--- src/rtl/axi_soc_alu_slave.sv ---
// AXI-lite-style slave exposing operand/control/status registers and an iterative
// add/sub/mul/mac engine. Define AXI_SOC_ALU_IRQ_EN to add the level irq output.

module axi_soc_alu_slave #(
    parameter int                DATA_W    = 32,
    parameter int                ADDR_W    = 32,
    parameter logic [ADDR_W-1:0] BASE_ADDR = '0
) (
    input  logic                clk,
    input  logic                rst,
    input  logic [ADDR_W-1:0]   write_addr,
    input  logic                write_addr_valid,
    output logic                write_addr_ready,
    input  logic [DATA_W-1:0]   write_data,
    input  logic                write_data_valid,
    output logic                write_data_ready,
    output logic [1:0]          write_resp,
    output logic                write_resp_valid,
    input  logic                write_resp_ready,
    input  logic [ADDR_W-1:0]   read_addr,
    input  logic                read_addr_valid,
    output logic                read_addr_ready,
    output logic [DATA_W-1:0]   read_data,
    output logic [1:0]          read_resp,
    output logic                read_data_valid,
    input  logic                read_data_ready,
    output logic [2*DATA_W:0]   result
`ifdef AXI_SOC_ALU_IRQ_EN
    ,
    output logic                irq
`endif
);

    localparam int STRIDE  = DATA_W / 8;
    localparam int ALIGN_W = $clog2(STRIDE);
    localparam int RES_W   = 2 * DATA_W + 1;
    localparam int CNT_W   = $clog2(DATA_W);
    localparam logic [1:0] RESP_OKAY   = 2'b00;
    localparam logic [1:0] RESP_SLVERR = 2'b10;

    typedef enum logic {IDLE, CALC} state_e;

    typedef struct packed {
        logic       err;
        logic [2:0] idx;
    } dec_t;

    // Misaligned, below the base, or past RES_X all decode as an error.
    function automatic dec_t decode(input logic [ADDR_W-1:0] addr);
        logic [ADDR_W-1:0] off;
        dec_t              d;
        off   = addr - BASE_ADDR;
        d.err = (addr < BASE_ADDR) || ((off & ADDR_W'(STRIDE - 1)) != '0) ||
                ((off >> ALIGN_W) > ADDR_W'(6));
        d.idx = 3'(off >> ALIGN_W);
        return d;
    endfunction

    state_e              state_q, state_d;
    logic [ADDR_W-1:0]   aw_q;
    logic                aw_full_q;
    logic [DATA_W-1:0]   wd_q;
    logic                wd_full_q;
    logic                bvalid_q;
    logic [1:0]          bresp_q;
    logic                rvalid_q;
    logic [DATA_W-1:0]   rdata_q;
    logic [1:0]          rresp_q;
    logic [DATA_W-1:0]   op_a_q, op_b_q;
    logic [1:0]          opcode_q;
    logic [1:0]          calc_op_q, calc_op_d;
    logic [DATA_W-1:0]   mcand_q, mcand_d;
    logic [RES_W-1:0]    prod_q, prod_d;
    logic [RES_W-1:0]    result_q, result_d;
    logic [CNT_W-1:0]    cnt_q, cnt_d;
    logic                done_q, done_d;

    logic                busy;
    logic                aw_hs, wd_hs, ar_hs;
    logic                wr_go, wr_err, wr_ok, start;
    dec_t                wdec, rdec;
    logic [DATA_W-1:0]   rd_val;
    logic                irq_en;
    logic [DATA_W:0]     sum;
    logic [DATA_W:0]     hi_add;
    logic [RES_W-1:0]    prod_step;

    assign busy             = (state_q == CALC);
    // A pending response back-pressures both write channels.
    assign write_addr_ready = !rst && !aw_full_q && !bvalid_q;
    assign write_data_ready = !rst && !wd_full_q && !bvalid_q;
    assign read_addr_ready  = !rst && !rvalid_q;
    assign aw_hs            = write_addr_valid && write_addr_ready;
    assign wd_hs            = write_data_valid && write_data_ready;
    assign ar_hs            = read_addr_valid && read_addr_ready;

    assign wdec   = decode(aw_q);
    assign rdec   = decode(read_addr);
    assign wr_go  = aw_full_q && wd_full_q && !bvalid_q;
    assign wr_err = wdec.err || (wdec.idx > 3'd2) || busy;
    assign wr_ok  = wr_go && !wr_err;
    assign start  = wr_ok && (wdec.idx == 3'd2) && wd_q[2];

`ifdef AXI_SOC_ALU_IRQ_EN
    logic irq_en_q;
    always_ff @(posedge clk) begin
        if (rst) begin
            irq_en_q <= 1'b0;
        end else if (wr_ok && (wdec.idx == 3'd2)) begin
            irq_en_q <= wd_q[3];
        end
    end
    assign irq_en = irq_en_q;
    assign irq    = done_q & irq_en_q;
`else
    assign irq_en = 1'b0;
`endif

    always_comb begin
        rd_val = '0;
        case (rdec.idx)
            3'd0:    rd_val = op_a_q;
            3'd1:    rd_val = op_b_q;
            3'd2:    rd_val = DATA_W'({irq_en, 1'b0, opcode_q});
            3'd3:    rd_val = DATA_W'({done_q, busy});
            3'd4:    rd_val = result_q[DATA_W-1:0];
            3'd5:    rd_val = result_q[2*DATA_W-1:DATA_W];
            3'd6:    rd_val = DATA_W'(result_q[2*DATA_W]);
            default: rd_val = '0;
        endcase
        if (rdec.err) begin
            rd_val = '0;
        end
    end

    // NOTE: every signal written here gets a default first, so no path can infer a latch.
    always_comb begin
        state_d   = state_q;
        calc_op_d = calc_op_q;
        mcand_d   = mcand_q;
        prod_d    = prod_q;
        result_d  = result_q;
        cnt_d     = cnt_q;
        done_d    = done_q;
        sum       = '0;
        hi_add    = '0;
        prod_step = '0;
        case (state_q)
            IDLE: begin
                if (start) begin
                    state_d   = CALC;
                    calc_op_d = wd_q[1:0];
                    mcand_d   = op_a_q;
                    prod_d    = RES_W'(op_b_q);
                    cnt_d     = '0;
                    done_d    = 1'b0;
                end
            end
            CALC: begin
                if (!calc_op_q[1]) begin
                    if (calc_op_q[0]) begin
                        sum = {1'b0, mcand_q} - {1'b0, prod_q[DATA_W-1:0]};
                    end else begin
                        sum = {1'b0, mcand_q} + {1'b0, prod_q[DATA_W-1:0]};
                    end
                    result_d = RES_W'(sum);
                    state_d  = IDLE;
                    done_d   = 1'b1;
                end else begin
                    // Multiplier sits in the low half and shifts out as the product shifts in.
                    hi_add    = prod_q[RES_W-1:DATA_W] + (prod_q[0] ? {1'b0, mcand_q} : '0);
                    prod_step = {hi_add, prod_q[DATA_W-1:0]} >> 1;
                    prod_d    = prod_step;
                    cnt_d     = cnt_q + CNT_W'(1);
                    if (cnt_q == CNT_W'(DATA_W - 1)) begin
                        result_d = calc_op_q[0] ? (result_q + prod_step) : prod_step;
                        state_d  = IDLE;
                        done_d   = 1'b1;
                    end
                end
            end
            default: state_d = IDLE;
        endcase
    end

    // NOTE: sequential state uses non-blocking assignments so every flop samples pre-edge values.
    always_ff @(posedge clk) begin
        if (rst) begin
            state_q   <= IDLE;
            aw_q      <= '0;
            aw_full_q <= 1'b0;
            wd_q      <= '0;
            wd_full_q <= 1'b0;
            bvalid_q  <= 1'b0;
            bresp_q   <= '0;
            rvalid_q  <= 1'b0;
            rdata_q   <= '0;
            rresp_q   <= '0;
            op_a_q    <= '0;
            op_b_q    <= '0;
            opcode_q  <= '0;
            calc_op_q <= '0;
            mcand_q   <= '0;
            prod_q    <= '0;
            result_q  <= '0;
            cnt_q     <= '0;
            done_q    <= 1'b0;
        end else begin
            state_q   <= state_d;
            calc_op_q <= calc_op_d;
            mcand_q   <= mcand_d;
            prod_q    <= prod_d;
            result_q  <= result_d;
            cnt_q     <= cnt_d;
            done_q    <= done_d;

            if (aw_hs) begin
                aw_q      <= write_addr;
                aw_full_q <= 1'b1;
            end
            if (wd_hs) begin
                wd_q      <= write_data;
                wd_full_q <= 1'b1;
            end
            if (wr_go) begin
                aw_full_q <= 1'b0;
                wd_full_q <= 1'b0;
                bvalid_q  <= 1'b1;
                bresp_q   <= wr_err ? RESP_SLVERR : RESP_OKAY;
            end else if (bvalid_q && write_resp_ready) begin
                bvalid_q <= 1'b0;
            end

            if (wr_ok) begin
                case (wdec.idx)
                    3'd0:    op_a_q   <= wd_q;
                    3'd1:    op_b_q   <= wd_q;
                    3'd2:    opcode_q <= wd_q[1:0];
                    default: ;
                endcase
            end

            if (ar_hs) begin
                rvalid_q <= 1'b1;
                rdata_q  <= rd_val;
                rresp_q  <= rdec.err ? RESP_SLVERR : RESP_OKAY;
            end else if (rvalid_q && read_data_ready) begin
                rvalid_q <= 1'b0;
            end
        end
    end

    assign write_resp       = bresp_q;
    assign write_resp_valid = bvalid_q;
    assign read_data        = rdata_q;
    assign read_resp        = rresp_q;
    assign read_data_valid  = rvalid_q;
    assign result           = result_q;

endmodule

--- config.mk ---
export PLATFORM = sky130hd
export DESIGN_NAME = axi_soc_alu_slave
export DESIGN_NICKNAME = d
export VERILOG_FILES = /design/src/rtl/axi_soc_alu_slave.sv
export SDC_FILE = /design/constraint.sdc
export NUM_CORES = 1
export LEC_CHECK = 0
export CAP_MARGIN = 20
export CORE_ASPECT_RATIO = 1.2
export CORE_MARGIN = 2
export CORE_UTILIZATION = 45
export CTS_BUF_LIST = sky130_fd_sc_hd__clkbuf_4 sky130_fd_sc_hd__clkbuf_8
export CTS_CLUSTER_DIAMETER = 30
export DETAILED_ROUTE_END_ITERATION = 8
export GPL_TIMING_DRIVEN = 0
export PLACE_DENSITY = 0.65
export SLEW_MARGIN = 40
export SYNTH_ARGS = -nofsm -noshare
export SYNTH_HDL_FRONTEND = slang
export SYNTH_SLANG_ARGS = --single-unit
--- constraint.sdc ---
create_clock -name clk -period 5.4 [get_ports clk]
set_clock_uncertainty 0.2 [all_clocks]
set_input_delay 0.54 -clock clk [delete_from_list [all_inputs] [get_ports clk]]
set_output_delay 0.54 -clock clk [all_outputs]
set_load 0.1 [all_outputs]
==> impl_metrics.csv <==
group,metric,value,unit
outcome,status,"finished clean",
yosys,async_flop_share,0,%
clocking,clk_latency,0.69,ns
yosys,netlist_area,21800,um^2
die,die-area,50200,um^2
route,routed_wl,97.1,mm
route,vias,23386,
die,initial_utilization,45.4,%
critical_path,worst_ep_required_time,5.74,ns
job,cap_violations,0,
clocking,cts.sinks,338,
yosys,syn_inst,2863,
min_path,min_from,"write_addr[10]",
clocking,path_clk_slew,0.06,ns
pwr,switchingPower,0.00159,W
grt,antenna_found_initial,4,
critical_path,crit_path_cell_trace,"ha_4, ha_4, fa_2, a211oi_2, o21a_1, nor3_4, a2111oi_4, buf_4, nand4_1, buf_6, a41oi_4, o21ai_2, xor2_2, ha_4, inv_2, nor2_4, nand2_4, nor3_4, nand4_1, nor4_4, nor3b_1, o311a_1, a221o_1",
grt,grt_pass1_wl,141,mm
placement,numPortBuffers,204,
grt,grt.total_usage,37.8,%
clocking,cts_tree,"built",
critical_path,crit_family,"compound AO/OA/AOI/OAI gates",
finish,post-route-util,56.2,%
route,first_pass_iters,6,
grt,grt_max_degree,20,
critical_path,cp_common_cell,"ha_4",
critical_path,endpoint_kind,"flip-flop",
sta,setup_viol,0,
die,die_h,245,um
pwr,pwr-share-clk,56.7,%
route,ant_nets,0,
clocking,cts_root_buffer,"clkbuf_8",
sta,min_period,5.31,ns
finish,stdcell_count,3866,
finish,fin_nets,3406,
clocking,cts_hold_buf,0,
grt,gr-total-overflow,0,
sta,fin_ws,0.0919,ns
sta,hold_viol_final,0,
die,chipWidth,205,um
pwr,p_sw_share,24.0,%
clocking,clockBufferDepth,3,
yosys,synthFlopType,"dfxtp_1",
yosys,yosys.area.top_type_share,31.1,%
critical_path,reg2reg_to,"result[60]",
sta,relSlewSlack,39.0,%
critical_path,reg2reg_setup_slack,0.09,ns
yosys,synth_warnings,0,
critical_path,max_stage_delay,0.43,ns
route,remaining_drc_errors,0,
sta,timing.final.crit_share,98.3,%
yosys,synth.avg_cell_area,7.61,um^2
yosys,synth_top_cell_by_area,"dfxtp_1",
min_path,hold_depth,3,
placement,place_ws,-1.90,ns
grt,grt_pass1_vias,22979,
placement,place_congestion,1.04,
sta,slew_viol_final,0,
yosys,synth-seq-area-share,31.1,%
route,avgRoutedWirePerCell,25.1,um
sta,finalSetupTns,0,ns
critical_path,worstPathArrival,5.64,ns
clocking,cts_buffers,82,
sta,rsz0062_at_grt,"yes",
pwr,power.static_leakage,10.7,nW
yosys,synth_area_leaders,"dfxtp_1, a21oi_1, nand2_1, ha_1, nor2_1",
finish,fillers,4735,
sta,tightest_slew,0.915,ns
critical_path,slowest_stage,"dfxtp_4",
critical_path,rr_worst_depth,23,
critical_path,cp-start-kind,"flip-flop",
die,core,48000,um^2
die,rows,88,
min_path,whs_endpoint,"aw_q[10]",
pwr,vdd_drop_max,0.242,mV
sta,fmax,0.188,GHz
pwr,powerDensity,246,nW/um^2
min_path,hold_class,"in2reg",
yosys,synthDistinctLibCells,102,
clocking,cts_max_level,3,
die,design.portCount,209,
pwr,p_int,0.00505,W
critical_path,r2r_start,"prod_q[0]",
route,drtIter0Drc,1905,
pwr,power_frac_comb,4.9,%
critical_path,crit_fanout,7,
critical_path,crit_buf_inv,3,
route,via_per_inst,6.05,
finish,areaGrowthSynthToFinish,23.8,%
pwr,power_frac_seq,38.4,%
yosys,synth_edf_count,0,
critical_path,path_class,"reg2reg",
finish,drive_above_1_share,14.1,%
placement,placedCellCount,3699,
yosys,ys_ff_latch,338,
placement,dp_hpwl,77.1,mm
-- metrics by stage --
stage / hold WS [ns] / power, W / area, um^2
after floorplan: 0.236 / 0.00275 / 21800
after global placement: 0.242 / 0.00292 / 24600
after detailed placement: 0.247 / 0.00292 / 24100
after CTS: 0.185 / 0.00666 / 26500
after global routing: 0.222 / 0.00680 / 27000
final: 0.217 / 0.00664 / 27000
-- worst min-delay path, delay by kind of cell --
kind	cells	cell delay (ns)
AOI/OAI and AO/OA	1	0.05
and+or+nand+nor	1	0.05
buffers and inverters	1	0.39
-- cell usage after synthesis (all sizes together), types with 5 or more instances --
cell     count
or2          5
a2111oi      7
clkbuf     160
a21oi      426
nand3       55
o21bai      30
nor2       240
xnor2       90
buf         36
or3          8
mux2i       54
a31oi       23
a221o        7
xor2        45
and4         6
nand2      479
and3        22
o22ai       14
nor3        39
a222oi      11
dfxtp      338
o21ai       98
a22oi       83
a211oi      66
nor3b       11
o211ai       8
nor4        22
a41oi        5
o21a        15
nand3b       6
ha         132
nand2b      15
a221oi      10
inv         48
nand4       25
a311oi       6
o31ai       10
nor2b       19
mux2         6
a21boi       7
a21o        81
and2        36
-- worst max-delay path by stage --
stage	cells past startpoint	startpoint	to
3_5_place_dp	21	prod_q[0]	result[60]
2_1_floorplan	21	prod_q[0]	result[62]
4_1_cts	22	prod_q[0]	result[60]
3_3_place_gp	21	prod_q[0]	result[60]
6_report	23	prod_q[0]	result[60]
5_1_grt	22	prod_q[0]	result[58]
-- metal layers --
layer	track usage (%)	wire length, um	vias to the layer above
li1	-	-	10916
met1	43.0	37200	11089
met2	65.2	46300	1085
met3	6.94	7080	294
met4	23.5	6450	2
met5	0	10	-
-- area by class of cell --
class	instances	area, um^2	area share, %
multi-input combinational	2282	14700	54.4
sequential	338	6770	25.1
timing repair buffer	229	1720	6.37
clock buffer	109	1430	5.31
buffer	187	811	3.01
tap	630	788	2.92
clock inverter	41	592	2.19
inverter	48	180	0.668
antenna	2	5.00	0.0186
-- what timing repair did --
item,in CTS,in global routing
buffers inserted,6,18
cloned,0,0
setup endpoints to repair,38,21
pin swaps,19,26
resized for setup,59,68
-- state kept, by name, indices dropped and copies added (netlist names), 2 cells and up --
name and cells:
result 65, prod_q 64, aw_q 32, mcand_q 32
op_a_q 32, op_b_q 32, read_data 32, wd_q 32
cnt_q 5, calc_op_q 2, opcode_q 2
-- power by group through the flow --
stage / Sequential (W) / Combinational [W] / Clock (W)
2_1_floorplan: 0.00260 / 0.000147 / 0
3_3_place_gp: 0.00260 / 0.000321 / 0
3_5_place_dp: 0.00260 / 0.000321 / 0
4_1_cts: 0.00254 / 0.000323 / 0.00379
5_1_grt: 0.00255 / 0.000342 / 0.00391
6_report: 0.00254 / 0.000325 / 0.00377
-- placed cells by master (no fill, tap or decap), types with 25 or more instances in the layout --
master	count
a211oi_1	61
a21o_1	79
a21oi_1	418
a22oi_1	83
and2_1	36
buf_2	120
buf_4	25
clkbuf_1	124
clkbuf_2	25
clkbuf_8	98
clkdlybuf4s50_1	100
dfxtp_1	337
ha_1	117
inv_1	46
mux2i_1	54
nand2_1	474
nand3_1	54
nand4_1	25
nor2_1	237
nor3_1	33
o21ai_0	66
o21ai_1	25
o21bai_1	30
xnor2_1	83
xor2_1	40
-- cell families (layout without fill, tap and decap cells) --
logic type                 count (synthesis)  after routing  share of synthesized area [%]
muxes                                     61             61                           2.89
DFF                                      338            338                           31.1
other                                      1              4                         0.0172
AOI/OAI and AO/OA                        948            948                           27.8
xor gates and xnor gates                 135            135                           5.43
buffers and inverters                    244            614                           4.43
adders and majority gates                135            135                           7.86
and+or+nand+nor                         1001           1001                           20.5
Note: power is estimated with default switching activity, not from simulation.
